**src/rtl/usb_transmitter_if.sv**
```systemverilog
// Byte-side handshake and line-side outputs of the USB transmitter.
// The master feeds bytes in; the slave drives the serial line.
interface usb_transmitter_if;
  logic [7:0] Data_In;
  logic       Tx_Valid;
  logic       Tx_Ready;
  logic       Data_Out;
  logic       Diff;
  logic       Tx_Active;

  modport master (
    output Data_In,
    output Tx_Valid,
    input  Tx_Ready,
    input  Data_Out,
    input  Diff,
    input  Tx_Active
  );

  modport slave (
    input  Data_In,
    input  Tx_Valid,
    output Tx_Ready,
    output Data_Out,
    output Diff,
    output Tx_Active
  );
endinterface

```
**src/rtl/usb_transmitter.sv**
```systemverilog
// USB low-level transmitter: SYNC, NRZI data with bit stuffing, EOP.
// One line bit per clock; byte holding register allows back-to-back bytes.
module usb_tx_core (
  input  logic                 Clk,
  input  logic                 Rst,
  usb_transmitter_if.slave     bus
);
  typedef enum logic [1:0] {
    IDLE,
    SYNC,
    DATA,
    EOP
  } state_t;

  state_t     state_q;
  logic [7:0] hold_q;
  logic [7:0] shift_q;
  logic       hold_full_q;
  logic [2:0] bit_q;
  logic [2:0] ones_q;
  logic       pend_q;
  logic [1:0] eop_q;
  logic       dout_q;
  logic       diff_q;
  logic       act_q;
  logic       rdy_q;

  logic stuff_d;
  logic raw_d;
  logic last_d;
  logic pend_d;
  logic bnd_d;
  logic acc_d;
  logic line_d;

  always_comb begin
    stuff_d = (ones_q == 3'd6);
    raw_d   = 1'b0;
    if (!stuff_d) begin
      raw_d = (state_q == SYNC) ? (bit_q == 3'd7)
                                : shift_q[bit_q];
    end
    last_d = (bit_q == 3'd7);
    // last bit makes the 6th one: boundary waits for the stuffed 0
    pend_d = !stuff_d && last_d && raw_d &&
             (ones_q == 3'd5);
    bnd_d  = stuff_d ? pend_q : (last_d && !pend_d);
    acc_d  = bus.Tx_Valid && rdy_q;
    line_d = raw_d ? dout_q : ~dout_q;
  end

  always_ff @(posedge Clk or posedge Rst) begin
    if (Rst) begin
      state_q     <= IDLE;
      hold_q      <= '0;
      shift_q     <= '0;
      hold_full_q <= 1'b0;
      bit_q       <= '0;
      ones_q      <= '0;
      pend_q      <= 1'b0;
      eop_q       <= '0;
      dout_q      <= 1'b1;
      diff_q      <= 1'b1;
      act_q       <= 1'b0;
      rdy_q       <= 1'b1;
    end else begin
      unique case (state_q)
        IDLE: begin
          dout_q <= 1'b1;
          diff_q <= 1'b1;
          act_q  <= 1'b0;
          bit_q  <= '0;
          ones_q <= '0;
          pend_q <= 1'b0;
          if (acc_d) begin
            hold_q      <= bus.Data_In;
            hold_full_q <= 1'b1;
            rdy_q       <= 1'b0;
            state_q     <= SYNC;
          end
        end
        SYNC, DATA: begin
          dout_q <= line_d;
          diff_q <= 1'b1;
          act_q  <= 1'b1;
          pend_q <= pend_d;
          if (stuff_d) begin
            ones_q <= '0;
          end else begin
            ones_q <= raw_d ? ones_q + 3'd1 : 3'd0;
            bit_q  <= bit_q + 3'd1;
          end
          if (bnd_d) begin
            if (hold_full_q) begin
              shift_q     <= hold_q;
              hold_full_q <= 1'b0;
              rdy_q       <= 1'b1;
              state_q     <= DATA;
            end else if (acc_d) begin
              // byte arriving exactly at the boundary goes straight in
              shift_q <= bus.Data_In;
              state_q <= DATA;
            end else begin
              rdy_q   <= 1'b0;
              eop_q   <= '0;
              state_q <= EOP;
            end
          end else if (acc_d) begin
            hold_q      <= bus.Data_In;
            hold_full_q <= 1'b1;
            rdy_q       <= 1'b0;
          end
        end
        EOP: begin
          eop_q <= eop_q + 2'd1;
          unique case (eop_q)
            2'd0, 2'd1: begin
              dout_q <= 1'b0;
              diff_q <= 1'b0;
            end
            2'd2: begin
              dout_q <= 1'b1;
              diff_q <= 1'b1;
            end
            default: begin
              dout_q  <= 1'b1;
              diff_q  <= 1'b1;
              act_q   <= 1'b0;
              rdy_q   <= 1'b1;
              state_q <= IDLE;
            end
          endcase
        end
        default: state_q <= IDLE;
      endcase
    end
  end

  assign bus.Tx_Ready  = rdy_q;
  assign bus.Data_Out  = dout_q;
  assign bus.Diff      = diff_q;
  assign bus.Tx_Active = act_q;
endmodule

module usb_transmitter (
  input  logic       Clk,
  input  logic       Rst,
  input  logic [7:0] Data_In,
  input  logic       Tx_Valid,
  output logic       Tx_Ready,
  output logic       Data_Out,
  output logic       Diff,
  output logic       Tx_Active
);
  usb_transmitter_if bus ();

  assign bus.Data_In  = Data_In;
  assign bus.Tx_Valid = Tx_Valid;
  assign Tx_Ready     = bus.Tx_Ready;
  assign Data_Out     = bus.Data_Out;
  assign Diff         = bus.Diff;
  assign Tx_Active    = bus.Tx_Active;

  usb_tx_core u_core (
    .Clk (Clk),
    .Rst (Rst),
    .bus (bus.slave)
  );
endmodule

```
**config.mk**
```make
export PLATFORM = sky130hd
export DESIGN_NAME = usb_transmitter
export DESIGN_NICKNAME = d
export VERILOG_FILES = /design/src/rtl/usb_transmitter_if.sv /design/src/rtl/usb_transmitter.sv
export SDC_FILE = /design/constraint.sdc
export NUM_CORES = 1
export LEC_CHECK = 0
export ABC_AREA = 1
export CORE_ASPECT_RATIO = 2
export CORE_MARGIN = 2
export CORE_UTILIZATION = 61
export CTS_CLUSTER_DIAMETER = 80
export DETAILED_ROUTE_END_ITERATION = 8
export GPL_TIMING_DRIVEN = 0
export PLACE_DENSITY = 0.83
export SKIP_LAST_GASP = 1
export SLEW_MARGIN = 30
export SYNTH_ARGS = -nofsm -noshare
export SYNTH_HDL_FRONTEND = slang
export SYNTH_SLANG_ARGS = --single-unit
```
**constraint.sdc**
```tcl
create_clock -name Clk -period 4.23 [get_ports Clk]
set_input_delay 0.6345 -clock Clk [delete_from_list [all_inputs] [get_ports Clk]]
set_output_delay 0.6345 -clock Clk [all_outputs]
set_load 0.1 [all_outputs]
```
# Yosys cells after proc, flatten, opt, wreduce, memory -nomap -nowiden
# Cells that the tools add are included.
[op_classes]
add_sub_neg = 3
magnitude_cmp = 1
eq_ne = 17
mux = 41
bitwise_logic = 1
reduce_logical = 22
[op_table]
columns = ["operator", "count"]
rows = [
  ["$mux 8", 4],
  ["$pmux 8 s2", 1],
  ["$mux 1", 15],
  ["$mux 2", 7],
  ["$ne 2x2->1 const B", 6],
  ["$pmux 3 s2", 2],
  ["$eq 3x3->1 const B", 3],
  ["$mux 3", 3],
  ["$pmux 1 s3", 3],
  ["$add 3x1->3 const B", 2],
  ["$eq 2x2->1 const B", 3],
  ["$pmux 1 s2", 3],
  ["$pmux 2 s3", 1],
  ["$reduce_and 2->1", 3],
  ["$reduce_and 3->1", 2],
  ["$reduce_bool 2->1", 3],
  ["$reduce_or 3->1", 2],
  ["$logic_and 1x1->1", 5],
  ["$eq 2x1->1 const B", 2],
  ["$logic_not 2->1", 2],
  ["$lt 3x4->1 const B", 1],
  ["$ne 2x1->1 const B", 2],
  ["$ne 4x3->1 const B", 1],
  ["$pmux 2 s2", 1],
  ["6 further kinds", 8],
]
[word_totals]
ff_bits = 32
wordCells = 97

# Depth between registers and ports, before layout
# Gate-level depths: netlist (run 1).
[depth]
word_depth = 11
mapped_depth = 15
depth_no_buf = 15

# Least setup slack after synthesis (run 1)
# Ideal clock, no wire load.
[synth_path]
kind = "reg2reg"
start = "reg u_core.bit_q[0]"
end = "reg u_core.hold_q[0]"
arrival_ns = 1.782
required_time_ns = 4.113
setup_slack_ns = 2.331
path_stages_with_launch = 13
n_path_buf = 0
period_less_slack_ns = 1.899
path_cell_list = "dfrtp_1 ha_1 ha_1 inv_1 nor2_1 and3_1 nand2_4 nand2_4 nand2_4 o21ai_4 nand2_4 nand2_1 nand2_1"
[synth_between]
elab_chain_len = 11
[synth_lines]
columns = ["item", "line_no", "rtl"]
rows = [
  ["start, declared", "usb_transmitter.sv:19", "logic [2:0] bit_q;"],
  ["start signal, assigned", "usb_transmitter.sv:91", "bit_q <= bit_q + 3'd1;"],
  ["$bmux 1 s3", "usb_transmitter.sv:41", ": shift_q[bit_q];"],
  ["$mux 1 (implied by the code)", "usb_transmitter.sv:41", ""],
  ["$mux 1", "usb_transmitter.sv:40", "raw_d = (state_q == SYNC) ? (bit_q == 3'd7)"],
  ["$mux 1", "usb_transmitter.sv:39", "if (!stuff_d) begin"],
  ["$logic_and 1x1->1 (2 in series)", "usb_transmitter.sv:45", "pend_d = !stuff_d && last_d && raw_d &&"],
  ["$logic_not 1->1", "usb_transmitter.sv:47", "bnd_d = stuff_d ? pend_q : (last_d && !pend_d);"],
  ["$logic_and 1x1->1 (*)", "usb_transmitter.sv:47", ""],
  ["$mux 1 (*)", "usb_transmitter.sv:47", ""],
  ["$ne 2x2->1 (no source line) (*)", "n/a", ""],
  ["$reduce_and 2->1 (no source line) (*)", "n/a", ""],
  ["end signal, assigned", "usb_transmitter.sv:76", "hold_q <= bus.Data_In;"],
  ["end signal, assigned", "usb_transmitter.sv:109", "hold_q <= bus.Data_In;"],
  ["end, declared", "usb_transmitter.sv:16", "logic [7:0] hold_q;"],
]
# Every way passes the cells marked *; elsewhere a longest branch is shown, timed or not. The select of a mux whose other input is x is not followed.
# A chain may end at the register's enable or synchronous reset.

# Final worst setup path (run 1)
[layout_path]
start = "reg u_core.dout_q, in the netlist u_core.bus.Data_Out"
end = "out Data_Out"
[layout_lines]
columns = ["item", "line_no", "rtl"]
rows = [
  ["start, declared", "usb_transmitter.sv:23", "logic dout_q;"],
  ["start signal, assigned", "usb_transmitter.sv:83", "dout_q <= line_d;"],
  ["end, declared", "usb_transmitter.sv:151", "output logic Data_Out,"],
]
# No word-level cell between the ends.

==> flow_metrics.py, run 1 <==
metrics = {
    "outcome": {
        "status": "completed",
    },
    "cells_and_area": {
        "nNetsFinal": 257,
        "num_antenna_cells": 0,
        "multi_input_area_sq_um": 867,
        "layout_commonest_cell": "nand2_1",
        "drive_above_1_share_pct": 10.3,
        "areaGrowthSynthToFinish_pct": 14.2,
        "regArea_sq_um": 805,
        "nFillCells": 207,
        "most-common-layout-cells": "nand2_1, dfrtp_1, inv_1",
    },
    "pwr": {
        "internal-power_mw": 0.826,
        "p_sw_share_pct": 49.3,
        "power.share.clock_pct": 13.6,
        "power.density_nw_per_um2": 795,
        "ir_drop_mv": 0.519,
        "p_seq_share_pct": 32.2,
        "power_frac_comb_pct": 54.3,
        "power.leakage_nw": 1.07,
        "switchingPower_mw": 0.802,
        "total_power_mw": 1.63,
    },
    "floorplanning": {
        "die-area_sq_um": 3420,
        "ioPinCount": 15,
        "die_y_microns": 80.7,
        "initial_core_util_pct": 64.8,
        "core.rowCount": 27,
        "die_w_microns": 42.4,
        "core_sq_um": 2770,
    },
    "yosys": {
        "ys_types": 25,
        "syn_area_per_cell_sq_um": 8.42,
        "syn_nets": 236,
        "yosysWarnings": 0,
        "synthTopCellsByArea": "dfrtp_1, nand2_1, ha_1",
        "syn_inst": 213,
        "yosysSeqAreaShare_pct": 44.8,
        "yosysTopAreaCell": "dfrtp_1",
        "ys_ff_latch": 32,
        "synth_top_area_share_pct": 40.4,
        "synthesis.area_sq_um": 1790,
    },
    "clock_tree": {
        "path_clk_slew_ns": 0.07,
        "cts_tree": "done",
        "cts-hold-fix-buffers": 0,
        "cts.sinks": 32,
        "numCtsBuffers": 5,
        "h-tree-depth": 2,
        "cts-resized-gates": 0,
        "clock_latency_ns": 0.29,
        "cts_root_buf": "clkbuf_8",
        "clk_path_buf_depth": 2,
        "postCtsSetupBuffers": 0,
    },
    "drt": {
        "wl_met1_microns": 1300,
        "dr_wl_met3_microns": 161,
        "vias_per_cell": 5.64,
        "drc": 0,
        "wl_per_cell_microns": 14.4,
        "firstDrtPassIters": 4,
        "drtIter0Drc": 34,
        "vias": 1483,
        "antenna_left": 0,
        "wl_met2_microns": 2080,
        "highest_layer": "met4",
        "drt_wl_total_microns": 3780,
    },
    "global_routing": {
        "grt_pass1_wl_microns": 6540,
        "overflow": 0,
        "antenna_found_initial": 0,
        "track_usage_pct": 26.0,
        "grt_start_max_net_pins": 33,
        "grt_pass1_vias": 1568,
    },
    "worst_hold_path": {
        "hold_depth": 2,
        "hold-path-endpoint": "u_core.hold_q[4]",
        "hp-class": "reg -> reg",
        "worstHoldStart": "u_core.hold_q[4]",
    },
    "timing": {
        "hold_viol": 0,
        "period_needed_ns": 2.63,
        "skew_ns": 0.00631,
        "finalSetupViolCount": 0,
        "slew_viol_final": 0,
        "slew_headroom_pct": 35.0,
        "rsz0062_at_grt": "false",
        "max_freq_ghz": 0.380,
        "tightest_slew_ns": 0.972,
        "tns_ns": 0,
        "finalCritPeriodShare_pct": 62.3,
    },
    "critical_path": {
        "slowest_stage": "clkdlybuf4s50_1",
        "path_buf_inv": 1,
        "worstPathArrival_ns": 2.00,
        "r2r_slack_ns": 1.94,
        "cp-start-kind": "flip-flop",
        "reg2reg_to": "u_core.hold_q[3]",
        "crit_family": "buffers and inverters",
        "critPathLaunch": "u_core.bus.Data_Out",
        "end_kind": "output port",
        "path_max_fanout": 3,
        "critPathRequiredTime_ns": 3.60,
        "r2r_cells": 12,
        "reg2reg_from": "u_core.bit_q[0]",
        "path_cells": "clkdlybuf4s50_1",
        "crit_type": "reg -> out",
        "slowest_delay_ns": 1.14,
    },
    "placed_design": {
        "gp_congestion": 0.873,
        "portBuffers": 14,
        "dpl.hpwl_microns": 2860,
    },
    "flow_run": {
        "maxCapViolations": 0,
    },
}
-- power by group through the flow --
| stage | clock network, mW | logic, mW | registers (mW) |
|---|---|---|---|
| final | 0.221 | 0.884 | 0.524 |
| after global routing | 0.234 | 0.981 | 0.536 |
| after CTS | 0.220 | 0.882 | 0.522 |
| after detailed placement | 0 | 0.872 | 0.527 |
| after global placement | 0 | 0.835 | 0.518 |
| after floorplan | 0 | 0.549 | 0.636 |
-- state kept, by name, indices dropped and copies added, names as in the netlist, 2 cells and up --
name	count
u_core.eop_q	2
u_core.ones_q	3
u_core.bit_q	3
u_core.shift_q	8
u_core.hold_q	8
u_core.state_q	2
-- synth_stat cells --
cell,number
nand2_1,62
dfrtp_1,29
inv_1,26
o21ai_0,20
nand3_1,15
ha_1,12
mux2i_1,8
nor2_1,7
a21oi_1,6
nand2_4,5
dfstp_2,3
nand3_2,3
buf_2,2
clkbuf_1,2
inv_2,2
o31ai_1,2
a31oi_1,1
and3_1,1
nand2_2,1
nand4_1,1
o21ai_1,1
o21ai_4,1
o21bai_1,1
o32ai_1,1
xor2_1,1
-- metrics by stage --
step / cell area [sq um] / std cells / setup WS (ns) / util (%) / hold slack (ns)
after CTS: 2050 / 263 / 1.60 / 73.9 / 0.474
after global placement: 1970 / 256 / 1.92 / 71.1 / 0.453
final: 2050 / 263 / 1.60 / 73.9 / 0.474
after global routing: 2050 / 263 / 1.56 / 73.9 / 0.503
after floorplan: 1790 / 213 / 2.33 / - / 0.442
after detailed placement: 1970 / 256 / 1.92 / 71.1 / 0.460
-- final cells by class --
cell class | count | share of cell area [%]
Buffer | 4 | 0.855
Clock buffer | 6 | 3.54
Clock inverter | 1 | 0.244
Inverter | 28 | 5.13
Multi-Input combinational cell | 149 | 42.3
Sequential cell | 32 | 39.3
Tap cell | 29 | 1.77
Timing Repair Buffer | 14 | 6.84
-- per-layer routing --
metal,up-vias,global-route usage (%)
met2,60,46.5
li1,727,-
met5,-,0
met3,23,7.19
met4,0,21.3
met1,673,23.2
-- worst max path at each step --
stage          depth (start not counted)               end
2_1_floorplan                         12  u_core.hold_q[0]
3_3_place_gp                           1          Data_Out
3_5_place_dp                           1          Tx_Ready
4_1_cts                                1          Data_Out
5_1_grt                                1          Data_Out
6_report                               1          Data_Out
-- cells by family after synthesis --
group,synth area share (%)
simple gates,24.5
compound gates,10.5
buf+inv,6.83
flops,44.8
fa+ha+maj,8.37
mux,4.46
xor+xnor,0.488
(Power assumes the default switching activity.)
==> inputs of run 2 (changes only) <==
Settings changed: CORE_UTILIZATION 61 to 51, PLACE_DENSITY 0.83 to 0.74.
Clock period 4.23 ns to 2.4 ns, I/O delays scaled along.
==> run 2 against run 1 <==
Core utilization fell by 13 points. Combinational power rose by 73%. Worst hold slack got worse by 0.0012 ns. Register-to-register slack got worse by 1.7 ns. Wire length fell by 9.2%. Worst setup slack got worse by 1.5 ns. Non-clock buffer count rose by 1. Critical path depth did not move. Design area rose by 1.3%. Critical path type unchanged.
==> flow_metrics.py, run 2 (synthesis results as in run 1) <==
metrics = {
    "outcome": {
        "status": "completed",
    },
    "pwr": {
        "total_power_mw": 2.87,
        "ir_drop_mv": 0.829,
        "power.leakage_nw": 1.09,
        "power.density_nw_per_um2": 1380,
    },
    "timing": {
        "hold_viol": 0,
        "hold_ws_ns": 0.473,
        "max_freq_ghz": 0.428,
        "finalSetupViolCount": 0,
        "period_needed_ns": 2.34,
        "slew_headroom_pct": 35.7,
        "skew_ns": 0.00491,
        "finalCritPeriodShare_pct": 97.4,
        "rsz0062_at_grt": "false",
        "slew_viol_final": 0,
        "tns_ns": 0,
        "tightest_slew_ns": 0.961,
    },
    "drt": {
        "vias_per_cell": 5.30,
        "drt_wl_total_microns": 3430,
        "wl_per_cell_microns": 12.8,
        "drc": 0,
        "drtIter0Drc": 25,
        "firstDrtPassIters": 4,
        "vias": 1420,
        "antenna_left": 0,
    },
    "critical_path": {
        "worstPathArrival_ns": 1.98,
        "cp.depth": 1,
        "critPathRequiredTime_ns": 2.04,
        "reg2reg_to": "u_core.hold_q[3]",
        "r2r_cells": 12,
        "r2r_slack_ns": 0.20,
        "slowest_delay_ns": 1.14,
        "worstSetupEndpoint": "Tx_Ready",
        "crit_type": "reg -> out",
        "reg2reg_from": "u_core.bit_q[0]",
        "slowest_stage": "clkdlybuf4s50_1",
        "end_kind": "output port",
        "path_buf_inv": 1,
        "crit_family": "buffers and inverters",
        "critPathLaunch": "u_core.bus.Tx_Ready",
        "path_max_fanout": 5,
        "cp-start-kind": "flip-flop",
        "path_cells": "clkdlybuf4s50_1",
    },
    "cells_and_area": {
        "reg_top3": "u_core.hold_q: 8 flops, u_core.shift_q: 8 flops",
        "areaGrowthSynthToFinish_pct": 15.6,
        "drive_above_1_share_pct": 11.4,
        "most-common-layout-cells": "nand2_1, dfrtp_1, inv_1",
        "nNetsFinal": 258,
        "layout_commonest_cell": "nand2_1",
        "num_antenna_cells": 0,
        "nFillCells": 321,
    },
    "global_routing": {
        "grt_pass1_vias": 1459,
        "track_usage_pct": 20.7,
        "overflow": 0,
        "grt_start_max_net_pins": 33,
        "grt_pass1_wl_microns": 6160,
        "antenna_found_initial": 0,
    },
    "floorplanning": {
        "die_w_microns": 45.9,
        "ioPinCount": 15,
        "core.rowCount": 30,
        "die-area_sq_um": 4040,
        "die_y_microns": 87.9,
        "core_sq_um": 3380,
        "initial_core_util_pct": 53.1,
    },
    "placed_design": {
        "dpl.hpwl_microns": 2730,
        "portBuffers": 14,
        "gp_congestion": 0.860,
    },
    "clock_tree": {
        "clock_latency_ns": 0.28,
        "cts_root_buf": "clkbuf_8",
        "h-tree-depth": 2,
        "cts-hold-fix-buffers": 0,
        "cts_tree": "done",
        "cts-resized-gates": 0,
        "cts.sinks": 32,
        "clk_path_buf_depth": 2,
        "path_clk_slew_ns": 0.07,
        "numCtsBuffers": 5,
    },
    "flow_run": {
        "maxCapViolations": 0,
    },
    "worst_hold_path": {
        "hp-class": "reg -> reg",
    },
}
## run 2: area by class of cell
cell class / count / area (sq um) / share of cell area (%)
Buffer: 4 / 17.5 / 0.844
Clock buffer: 6 / 82.6 / 3.98
Clock inverter: 2 / 10.0 / 0.483
Inverter: 28 / 105 / 5.07
Multi-Input combinational cell: 149 / 867 / 41.8
Sequential cell: 32 / 805 / 38.8
Tap cell: 32 / 40.0 / 1.93
Timing Repair Buffer: 15 / 148 / 7.12
## run 2: metal layers
metal  global-route usage (%)  vias up  routed length [microns]
met5                        0        -                        0
met3                     3.71       11                       64
met1                     22.0      657                     1260
met2                     37.4       21                     2000
li1                         -      731                        -
met4                     9.35        0                      104
## run 2: worst min-delay path by stage
stage                     startpoint               end  cells past startpoint
floorplan           u_core.hold_q[0]  u_core.hold_q[0]                      2
finish              u_core.hold_q[5]  u_core.hold_q[5]                      2
global route        u_core.hold_q[7]  u_core.hold_q[7]                      2
detailed placement  u_core.hold_q[5]  u_core.hold_q[5]                      2
global placement    u_core.hold_q[2]  u_core.hold_q[2]                      2
CTS                 u_core.hold_q[5]  u_core.hold_q[5]                      2
## run 2: repair_timing
| action | CTS | global route |
|---|---|---|
| hold endpoints to repair | 0 | 0 |
| endpoints found under the setup margin | 0 | 6 |
| setup buffers | 0 | 1 |
## run 2: stage by stage
stage	std cells	setup WS, ns	utilization [%]	instance area, sq um
2_1_floorplan	213	0.501	-	1790
3_3_place_gp	259	0.231	58.4	1970
3_5_place_dp	259	0.191	58.4	1970
4_1_cts	267	0.0575	61.2	2070
5_1_grt	268	0.0105	61.4	2070
6_report	268	0.0617	61.4	2070
## run 2: where the power goes
part / switching [mW] / internal (mW) / total (mW)
clock network: 0.193 / 0.228 / 0.422
registers: 0.148 / 0.768 / 0.916
logic: 1.02 / 0.504 / 1.53
total: 1.37 / 1.50 / 2.87
==> inputs of run 3 (changes only) <==
Settings changed: CORE_UTILIZATION 51 to 57, MAX_ROUTING_LAYER from default to met4, PLACE_DENSITY 0.74 to 0.79.
Clock period 2.4 ns to 2.3 ns, I/O delays scaled along.
==> run 3 against run 2 <==
Total power rose by 6.1%. Worst hold slack improved by 0.0023 ns. First-iteration DRC count rose by 48%. Design area rose by 0.66%. Critical path depth did not move. Global-route usage rose by 2.5 points. Register-to-register slack improved by 0.03 ns. Die area fell by 9.8%. Count of clock-buffer cells in the layout rose by 2. Non-clock buffer count rose by 1. Critical path type unchanged. Largest cell class unchanged. Largest power group unchanged.
==> flow_metrics.py, run 3 (synthesis results as in run 1) <==
metrics = {
    "clock_tree": {
        "numCtsBuffers": 5,
        "h-tree-depth": 2,
        "path_clk_slew_ns": 0.07,
        "cts_tree": "done",
        "clock_latency_ns": 0.29,
        "cts.sinks": 32,
        "cts_root_buf": "clkbuf_8",
        "clk_path_buf_depth": 2,
        "cts-hold-fix-buffers": 0,
    },
    "cells_and_area": {
        "final_area_sq_um": 2090,
        "layout_commonest_cell": "nand2_1",
        "areaGrowthSynthToFinish_pct": 16.4,
        "nFillCells": 242,
        "most-common-layout-cells": "nand2_1, dfrtp_1, inv_1",
        "nNetsFinal": 259,
        "reg_top3": "u_core.hold_q: 8 flops, u_core.shift_q: 8 flops",
        "num_antenna_cells": 0,
        "drive_above_1_share_pct": 12.2,
        "instances_no_fill": 267,
    },
    "critical_path": {
        "path_buf_inv": 1,
        "path_cells": "clkdlybuf4s50_1",
        "crit_family": "buffers and inverters",
        "r2r_slack_ns": 0.23,
        "slowest_delay_ns": 1.11,
        "end_kind": "output port",
        "worstPathArrival_ns": 1.91,
        "slowest_stage": "clkdlybuf4s50_1",
        "crit_type": "reg -> out",
        "critPathRequiredTime_ns": 1.96,
        "path_max_fanout": 1,
        "cp-start-kind": "flip-flop",
    },
    "global_routing": {
        "grt_pass1_wl_microns": 6260,
        "use_met2_pct": 40.4,
        "grt_util_met3_pct": 4.78,
        "gr-usage-met1_pct": 22.2,
        "antenna_found_initial": 0,
        "grt_pass1_vias": 1492,
        "overflow": 0,
        "grt_busiest_layer": "met2",
        "grt_start_max_net_pins": 33,
        "track_usage_pct": 23.2,
    },
    "pwr": {
        "power.leakage_nw": 1.09,
        "total_power_mw": 3.04,
        "power_frac_comb_pct": 53.1,
        "internal-power_mw": 1.61,
        "switchingPower_mw": 1.43,
        "p_seq_share_pct": 31.4,
        "power.density_nw_per_um2": 1460,
        "p_sw_share_pct": 46.9,
        "ir_drop_mv": 0.893,
        "power.share.clock_pct": 15.5,
    },
    "timing": {
        "hold_viol": 0,
        "max_freq_ghz": 0.443,
        "skew_ns": 0.00696,
        "slew_viol_final": 0,
        "slew_headroom_pct": 35.8,
        "finalCritPeriodShare_pct": 98.2,
        "period_needed_ns": 2.26,
        "finalSetupViolCount": 0,
        "tns_ns": 0,
        "rsz0062_at_grt": "false",
        "hold_ws_ns": 0.475,
        "tightest_slew_ns": 0.961,
    },
    "placed_design": {
        "dp_cells": 257,
        "place_area_sq_um": 1970,
        "dpl.hpwl_microns": 2670,
        "gp_congestion": 0.864,
        "portBuffers": 14,
    },
    "drt": {
        "drc": 0,
        "antenna_left": 0,
        "drt_wl_total_microns": 3460,
        "drtIter0Drc": 37,
        "wl_per_cell_microns": 13.0,
        "firstDrtPassIters": 5,
        "vias": 1464,
        "vias_per_cell": 5.48,
    },
    "floorplanning": {
        "die_y_microns": 83.3,
        "die-area_sq_um": 3640,
        "initial_core_util_pct": 60.3,
        "core.rowCount": 28,
        "core_sq_um": 2980,
        "die_w_microns": 43.7,
        "ioPinCount": 15,
    },
    "outcome": {
        "status": "completed",
    },
    "worst_hold_path": {
        "hp-class": "reg -> reg",
    },
    "flow_run": {
        "maxCapViolations": 0,
    },
}
[run 3: timing repair]
| action | in CTS | in global routing |
|---|---|---|
| pin swaps | 0 | 1 |
| buffers inserted | 0 | 2 |
| endpoints found under the setup margin | 2 | 8 |
| resized for setup | 2 | 2 |
[run 3: layout make-up]
type	count	area, sq um	area share, %
Buffer	4	17.5	0.839
Clock buffer	8	100	4.79
Inverter	28	105	5.03
Multi-Input combinational cell	149	870	41.6
Sequential cell	32	806	38.6
Tap cell	30	37.5	1.80
Timing Repair Buffer	16	153	7.31
[run 3: final timing paths]
kind / startpoint / endpoint / cells past startpoint
min: u_core.hold_q[3] / u_core.hold_q[3] / 2
max: u_core.bus.Diff / Diff / 1
min in group asynchronous: Rst / u_core.shift_q[4] / 2
max reg2reg: u_core.bit_q[0] / u_core.hold_q[5] / 12
min reg2reg: u_core.hold_q[3] / u_core.hold_q[3] / 2
max in group asynchronous: Rst / u_core.bit_q[0] / 2
[run 3: power by group through the flow]
stage	logic (mW)	clock network, mW	registers [mW]
floorplan	1.01	0	1.17
global placement	1.54	0	0.957
detailed placement	1.58	0	0.966
CTS	1.58	0.480	0.955
global route	1.84	0.505	0.983
finish	1.61	0.472	0.954
[run 3: routing by layer]
layer	share of wire, %	up-vias
li1	-	734
met1	36	685
met2	57	30
met3	2.9	15
met4	4.3	0
met5	0	-
[run 3: metrics by stage]
step / util, % / worst slack, ns
2_1_floorplan: - / 0.401
4_1_cts: 69.5 / 0.0339
6_report: 70.1 / 0.0424
5_1_grt: 70.1 / 0.0146
3_5_place_dp: 66.2 / 0.110
3_3_place_gp: 66.2 / 0.142
